<file path="config.mk">
export PLATFORM = sky130hd
export DESIGN_NAME = axi_burst_master
export DESIGN_NICKNAME = d
export VERILOG_FILES = /design/src/rtl/axi_burst_master.sv
export SDC_FILE = /design/constraint.sdc
export NUM_CORES = 1
export LEC_CHECK = 0
export ABC_AREA = 1
export BUFFER_PORTS_ARGS = -buffer_cell sky130_fd_sc_hd__buf_4
export CORE_AREA = 2 2 114 116
export DETAILED_ROUTE_END_ITERATION = 16
export DIE_AREA = 0 0 116 118
export PLACE_DENSITY = 0.6
export SYNTH_ARGS = -nofsm -noshare
export SYNTH_HDL_FRONTEND = slang
export SYNTH_SLANG_ARGS = --single-unit
</file>
<file path="constraint.sdc">
create_clock -name ACLK -period 3 [get_ports ACLK]
set_clock_uncertainty 0.05 [all_clocks]
set_input_delay 0.75 -clock ACLK [delete_from_list [all_inputs] [get_ports ACLK]]
set_output_delay 0.75 -clock ACLK [all_outputs]
set_load 0.01 [all_outputs]
</file>
<file path="src/rtl/axi_burst_master.sv">
// axi_burst_master: turns one CPU/cache request into a single AXI4 read or write burst of 1..MAX_BEATS beats.
// Define AXI_BURST_WRAP_EN to allow WRAP bursts for critical-word-first refill; otherwise every burst is INCR.
module axi_burst_master #(
    parameter logic [3:0] AXI_ID    = 4'd0,
    parameter int         DATA_W    = 32,
    parameter int         ADDR_W    = 32,
    parameter int         MAX_BEATS = 4,
    localparam int        STRB_W    = DATA_W / 8,
    localparam int        BW        = (MAX_BEATS > 1) ? $clog2(MAX_BEATS) : 1
) (
    input  logic              ACLK,
    input  logic              ARESETn,
    input  logic              req_valid,
    input  logic              req_write,
    input  logic [ADDR_W-1:0] req_addr,
    input  logic [BW-1:0]     req_len,
    input  logic [STRB_W-1:0] req_strb,
    input  logic [DATA_W-1:0] req_wdata,
    input  logic              req_wrap,
    output logic              stall,
    output logic              done,
    output logic [1:0]        err,
    output logic              rbeat_valid,
    output logic [BW-1:0]     rbeat_idx,
    output logic [DATA_W-1:0] rbeat_data,
    output logic [BW-1:0]     wbeat_idx,
    output logic [3:0]        ARID,
    output logic [ADDR_W-1:0] ARADDR,
    output logic [3:0]        ARLEN,
    output logic [2:0]        ARSIZE,
    output logic [1:0]        ARBURST,
    output logic              ARVALID,
    input  logic              ARREADY,
    input  logic [3:0]        RID,
    input  logic [DATA_W-1:0] RDATA,
    input  logic [1:0]        RRESP,
    input  logic              RLAST,
    input  logic              RVALID,
    output logic              RREADY,
    output logic [3:0]        AWID,
    output logic [ADDR_W-1:0] AWADDR,
    output logic [3:0]        AWLEN,
    output logic [2:0]        AWSIZE,
    output logic [1:0]        AWBURST,
    output logic              AWVALID,
    input  logic              AWREADY,
    output logic [DATA_W-1:0] WDATA,
    output logic [STRB_W-1:0] WSTRB,
    output logic              WLAST,
    output logic              WVALID,
    input  logic              WREADY,
    input  logic [3:0]        BID,
    input  logic [1:0]        BRESP,
    input  logic              BVALID,
    output logic              BREADY
);
    localparam int SZ = $clog2(STRB_W);
    localparam logic [ADDR_W-1:0] AMASK = ~ADDR_W'(STRB_W - 1);

    typedef enum logic [2:0] {S_IDLE, S_AR, S_R, S_AW, S_W, S_B, S_DONE} state_t;

    state_t            state_q;
    logic [ADDR_W-1:0] addr_q;
    logic [BW-1:0]     len_q;
    logic [BW-1:0]     cnt_q;
    logic [1:0]        err_q;
    logic [1:0]        burst_q;
    logic              last_beat;
    logic              wrap_ok;
    logic              unused_id;

    function automatic logic [1:0] worst(input logic [1:0] a, input logic [1:0] b);
        return (a > b) ? a : b;
    endfunction

`ifdef AXI_BURST_WRAP_EN
    logic [BW:0] beats;
    assign beats   = {1'b0, req_len} + 1'b1;
    // WRAP only for 2/4/8/16 beats; anything else quietly stays INCR
    assign wrap_ok = req_wrap && (req_len != '0) && ((beats & (beats - 1'b1)) == '0);
`else
    logic unused_wrap;
    assign unused_wrap = req_wrap;
    assign wrap_ok     = 1'b0;
`endif

    assign unused_id = ^{RID, BID};
    assign last_beat = cnt_q == len_q;

    always_ff @(posedge ACLK or negedge ARESETn) begin
        if (!ARESETn) begin
            state_q <= S_IDLE;
            addr_q  <= '0;
            len_q   <= '0;
            cnt_q   <= '0;
            err_q   <= 2'b00;
            burst_q <= 2'b01;
        end else begin
            case (state_q)
                S_IDLE: if (req_valid) begin
                    addr_q  <= req_addr & AMASK;
                    len_q   <= req_len;
                    burst_q <= wrap_ok ? 2'b10 : 2'b01;
                    err_q   <= 2'b00;
                    cnt_q   <= '0;
                    state_q <= req_write ? S_AW : S_AR;
                end
                S_AR: if (ARREADY) begin
                    cnt_q   <= '0;
                    state_q <= S_R;
                end
                S_R: if (RVALID) begin
                    cnt_q <= cnt_q + 1'b1;
                    // an RLAST that disagrees with our own beat count is a protocol error
                    err_q <= worst(worst(err_q, RRESP), (RLAST != last_beat) ? 2'b10 : 2'b00);
                    if (RLAST || last_beat) state_q <= S_DONE;
                end
                S_AW: if (AWREADY) begin
                    cnt_q   <= '0;
                    state_q <= S_W;
                end
                S_W: if (WREADY) begin
                    cnt_q <= cnt_q + 1'b1;
                    if (last_beat) state_q <= S_B;
                end
                S_B: if (BVALID) begin
                    err_q   <= worst(err_q, BRESP);
                    state_q <= S_DONE;
                end
                S_DONE: state_q <= S_IDLE;
                default: state_q <= S_IDLE;
            endcase
        end
    end

    assign stall       = (state_q != S_IDLE && state_q != S_DONE) || (state_q == S_IDLE && req_valid);
    assign done        = state_q == S_DONE;
    assign err         = err_q;
    assign rbeat_valid = (state_q == S_R) && RVALID;
    assign rbeat_idx   = cnt_q;
    assign rbeat_data  = RDATA;
    assign wbeat_idx   = cnt_q;

    assign ARID    = AXI_ID;
    assign ARADDR  = addr_q;
    assign ARLEN   = 4'(len_q);
    assign ARSIZE  = 3'(SZ);
    assign ARBURST = burst_q;
    assign ARVALID = state_q == S_AR;
    assign RREADY  = state_q == S_R;

    assign AWID    = AXI_ID;
    assign AWADDR  = addr_q;
    assign AWLEN   = 4'(len_q);
    assign AWSIZE  = 3'(SZ);
    assign AWBURST = burst_q;
    assign AWVALID = state_q == S_AW;

    assign WDATA  = req_wdata;
    assign WSTRB  = req_strb;
    assign WLAST  = (state_q == S_W) && last_beat;
    assign WVALID = state_q == S_W;
    assign BREADY = state_q == S_B;
endmodule

</file>
==> flow_summary.toml, run 1 <==
[setup_path]
cp-start-kind = "register"
r2r_setup_slack_ns = 1.05
required_ns = 2.20
worstReg2RegEnd = "err[0]"
r2r_cells = 13
worstPathCellList = "inv_1 -> nor2_1 -> nand2_1 -> nor2_1 -> buf_4"
endpoint_kind = "output port"
crit_top_cell = "nor2_1"
r2r_start = "rbeat_idx[0]"
cp.arrival_ns = 1.44
critical_path_class = "reg -> out"
critical_path.max_fanout = 7
slowest_stage = "dfrtp_1"
slowest_delay_ns = 0.52

[sta]
hold_viol = 0
clock.fmax_mhz = 447
fin_crit_ns = 2.24
tightest_slew_ns = 0.574
finalCritPeriodShare = 0.746
slew_violations = 0
fin_setup_tns_ns = 0
rsz0062_at_grt = "false"
setup_viol = 0
slew_headroom = 0.617

[yosys]
yosysSeqAreaShare = 0.320
netlist_instances = 330
synth_compound_area_frac = 0.0205
synth_area_per_cell_sq_um = 9.23
synthMuxAreaShare = 0.142
yosys.cell_types.count = 21
synth_fa_ha_area_frac = 0.0329
synthXorXnorAreaFrac = 0
synth-seq-cells = 39
synth_top_family_by_area = "buffers and inverters"
yosys_warnings = 0
yosys.area_share.simple = 0.122
syn_area_sq_um = 3050

[place]
placed_area_sq_um = 3290
gp_congestion = 0.808
port_buffers = 124
dpl.hpwl_mm = 4.78

[power_and_ir_drop]
p_total_mw = 3.85
p_per_area_nw_per_um2 = 1110
irDropWorstVdd_uv = 360
leakage_nw = 1.94

[global_routing]
grt_util_all_layers = 0.0858
antenna_found_initial = 0
grt_pass1_wl_mm = 9.31
grt_pass1_vias = 1932
grt_overflow_total = 0
grt_max_degree = 40

[final_layout]
diodes = 0
final_common_cell = "buf_4"
area_growth_pct = 14.4
design_area_sq_um = 3480
n_fill_cell = 1328
drive_above_1_share = 0.475
nNetsFinal = 488
mostFrequentLayoutCells = "buf_4 (125), nand2_1 (46), dfrtp_1 (39)"

[die]
rows = 41
die_h_microns = 118
start_util = 0.245
dieWidth_microns = 116
coreArea_sq_um = 12400
io_pins = 298
die_area_sq_um = 13700

[routing]
viasPerCell = 3.80
drc = 0
antenna_left = 0
dr.max_layer_used = "met4"
drt_wl_total_mm = 6.08
wl_met3_microns = 691
wl_per_cell_microns = 11.5
wl_met2_mm = 2.65
drt_iter0_markers = 62
vias = 2004
drtPass1Iterations = 4
wl_met1_mm = 2.46

[clocking]
cts_resized = 0
cts_tree = "built"
clk_path_buf_depth = 2
clk_latency_ns = 0.28
clockRootBuffer = "clkbuf_16"
clock_sinks = 39
ctsHoldBuffers = 0
htreeDepth = 2
clkSlewWorstSetupHoldPaths_ns = 0.06
cts_setup_buffers = 0
cts_buffers = 5

[min_path]
hold_path.class = "in -> async"

[job]
max_cap_violations = 0

[run_status]
outcome = "completed"
## sequential cells by signal (all words and copies together), names as in the netlist
register	flops
ARADDR	30
state_q	3
err	2
len_q	2
rbeat_idx	2
## critical path, delay by kind of cell (launching register included)
kind                   cells  cell delay [ns]
buffers and inverters      2             0.20
and+or+nand+nor            3             0.44
DFF                        1             0.52
## where the power goes
part	internal, mW	switching (mW)
sequential	0.791	0.255
combinational	1.15	0.972
clock	0.477	0.204
## stage by stage
stage          setup WS [ns]  instances  utilization  hold slack [ns]
2_1_floorplan           1.05        354            -            0.404
3_3_place_gp           0.976        520        0.265            0.468
3_5_place_dp           0.949        520        0.265            0.472
4_1_cts                0.708        528        0.281            0.407
5_1_grt                0.581        528        0.281            0.433
6_report               0.761        528        0.281            0.393
## final cells by class
| cell class | count | area (sq um) | share of cell area |
|---|---|---|---|
| tap | 172 | 215 | 0.0618 |
| sequential | 39 | 976 | 0.280 |
| clock inverter | 2 | 60.1 | 0.0172 |
| inverter | 26 | 100 | 0.0287 |
| timing repair buffer | 125 | 938 | 0.269 |
| clock buffer | 6 | 129 | 0.0370 |
| multi-input combinational | 158 | 1060 | 0.306 |
## kinds of logic (layout without fill, tap and decap cells)
group / count (synthesis) / after routing
AOI/OAI and AO/OA: 11 / 11
buffers and inverters: 157 / 159
DFF: 39 / 39
adders and majority gates: 8 / 8
and+or+nand+nor: 83 / 83
other: 2 / 26
muxes: 30 / 30
## worst max path at each step
stage / depth (start not counted) / to / from
after global placement: 4 / ARADDR[4] / req_valid
final: 5 / rbeat_valid / state_q[1]
after global routing: 5 / rbeat_valid / state_q[1]
after detailed placement: 4 / ARADDR[4] / req_valid
after floorplan: 3 / stall / req_valid
after CTS: 5 / rbeat_valid / state_q[1]
## synth_stat cells
cell,count,share of area
buf_4,128,0.32
nand2_1,46,0.057
dfrtp_1,39,0.32
mux2_4,25,0.12
inv_1,24,0.030
nor2_1,15,0.018
nand3_1,14,0.023
ha_1,8,0.033
o21ai_0,6,0.0099
mux2_2,5,0.018
buf_6,3,0.011
nand3b_1,3,0.0074
a21oi_1,2,0.0033
conb_1,2,0.0025
nand2_4,2,0.0074
nor2_4,2,0.0074
o21bai_1,2,0.0049
inv_2,1,0.0012
inv_4,1,0.0021
nor2_2,1,0.0021
o21a_1,1,0.0025
## per-layer routing
| metal | vias to the layer above | global-route usage |
|---|---|---|
| met4 | 0 | 0.0543 |
| met1 | 916 | 0.0990 |
| met5 | - | 0 |
| li1 | 926 | - |
| met2 | 130 | 0.136 |
| met3 | 32 | 0.0268 |
Note: power is estimated with default switching activity, not from simulation.
==> inputs of run 2 (changes only) <==
Settings changed: CORE_AREA 2 2 114 116 to 2 2 115 117, DIE_AREA 0 0 116 118 to 0 0 117 119, PLACE_DENSITY 0.6 to 0.62.
Clock period 3 ns to 1.9 ns, I/O delays scaled along.
==> flow_summary.toml, run 2 (synthesis results as in run 1) <==
[run_status]
outcome = "completed"

[clocking]
htreeDepth = 2
cts_buffers = 5
cts_tree = "built"
clk_latency_ns = 0.28
clkSlewWorstSetupHoldPaths_ns = 0.06
clockRootBuffer = "clkbuf_16"
clock_sinks = 39
clk_path_buf_depth = 2

[final_layout]
n_fill_cell = 1349
largest_register_ffs = 30
area_growth_pct = 18.6
fin_util = 0.281
final_common_cell = "buf_4"
mostFrequentLayoutCells = "buf_4 (132), nand2_1 (40), dfrtp_1 (36)"
drive_above_1_share = 0.538
nNetsFinal = 498
design_area_sq_um = 3610
layoutNonFillerInstCount = 542
diodes = 0

[sta]
fin_crit_ns = 1.85
rsz0062_at_grt = "true"
slew_headroom = 0.652
tightest_slew_ns = 0.522
finalWorstSetupSlack_ns = 0.0513
fin_setup_tns_ns = 0
finalCritPeriodShare = 0.973
holdWs_ns = 0.126
clock.fmax_mhz = 541
slew_violations = 0
setup_viol = 0
hold_viol = 0

[global_routing]
grt_util_all_layers = 0.0873
grt_overflow_total = 0
grt_pass1_vias = 1829
antenna_found_initial = 0
grt_max_degree = 40
grt_pass1_wl_mm = 9.25

[power_and_ir_drop]
leakage_nw = 1.98
p_total_mw = 6.17
irDropWorstVdd_uv = 364
p_per_area_nw_per_um2 = 1710

[die]
io_pins = 298
dieWidth_microns = 117
coreArea_sq_um = 12900
start_util = 0.237
rows = 42
die_h_microns = 119
die_area_sq_um = 13900

[setup_path]
r2r_cells = 13
cp.arrival_ns = 1.32
r2r_start = "rbeat_idx[1]"
critical_path.max_fanout = 6
worstReg2RegEnd = "err[0]"
endpoint_kind = "output port"
required_ns = 1.37
critical_path_class = "reg -> out"
r2r_setup_slack_ns = 0.14
cp-start-kind = "register"

[routing]
antenna_left = 0
viasPerCell = 3.70
drtPass1Iterations = 4
wl_per_cell_microns = 12.3
vias = 2008
drc = 0
drt_wl_total_mm = 6.68
drt_iter0_markers = 39

[place]
dp.cells = 526
gp_congestion = 0.742
port_buffers = 124
dpl.hpwl_mm = 5.15
place_ws_ns = 0.0332
placed_area_sq_um = 3330

[job]
max_cap_violations = 0

[min_path]
hold_path.class = "in -> async"
run 2: timing repair:
item / CTS / global route
gates resized for setup: 7 / 20
buffers inserted: 2 / 6
hold buffers: 0 / 0
setup endpoints to repair: 3 / 6
pin swaps: 1 / 10
run 2: how the worst max path moves through the flow:
stage | endpoint | depth (start not counted) | slack, ns | from
floorplan | err[0] | 13 | 0.13 | rbeat_idx[0]
detailed placement | err[0] | 13 | 0.03 | rbeat_idx[0]
CTS | WLAST | 4 | 0.005 | state_q[0]
global route | err[0] | 13 | -0.02 | rbeat_idx[1]
global placement | err[0] | 13 | 0.07 | rbeat_idx[0]
finish | stall | 6 | 0.05 | state_q[0]
run 2: report_power, final:
part           internal, mW  total [mW]  switching, mW
clock                 0.485       0.798          0.313
combinational          2.03        3.72           1.68
sequential             1.26        1.66          0.399
total                  3.78        6.17           2.39
run 2: metal layers:
| layer | wire (microns) | vias to the layer above | global-route usage | share of wire |
|---|---|---|---|---|
| li1 | - | 950 | - | - |
| met1 | 2650 | 936 | 0.0954 | 0.40 |
| met2 | 3250 | 106 | 0.153 | 0.49 |
| met3 | 614 | 16 | 0.0249 | 0.092 |
| met4 | 164 | 0 | 0.0404 | 0.025 |
| met5 | 0 | - | 0 | 0 |
run 2: layout make-up:
type / count / area (sq um) / share of cell area
Multi-Input combinational cell: 158 / 1140 / 0.315
Inverter: 26 / 103 / 0.0284
Timing Repair Buffer: 135 / 1030 / 0.286
Clock inverter: 1 / 5.00 / 0.00139
Tap cell: 176 / 220 / 0.0610
Sequential cell: 39 / 980 / 0.271
Clock buffer: 7 / 133 / 0.0367
run 2: critical path, stage by stage (launching register included):
cell     delay [ns]
dfrtp_2        0.46
nor2_4         0.19
nand2_4        0.07
inv_4          0.08
nand2_4        0.06
o21ai_4        0.06
buf_6          0.12
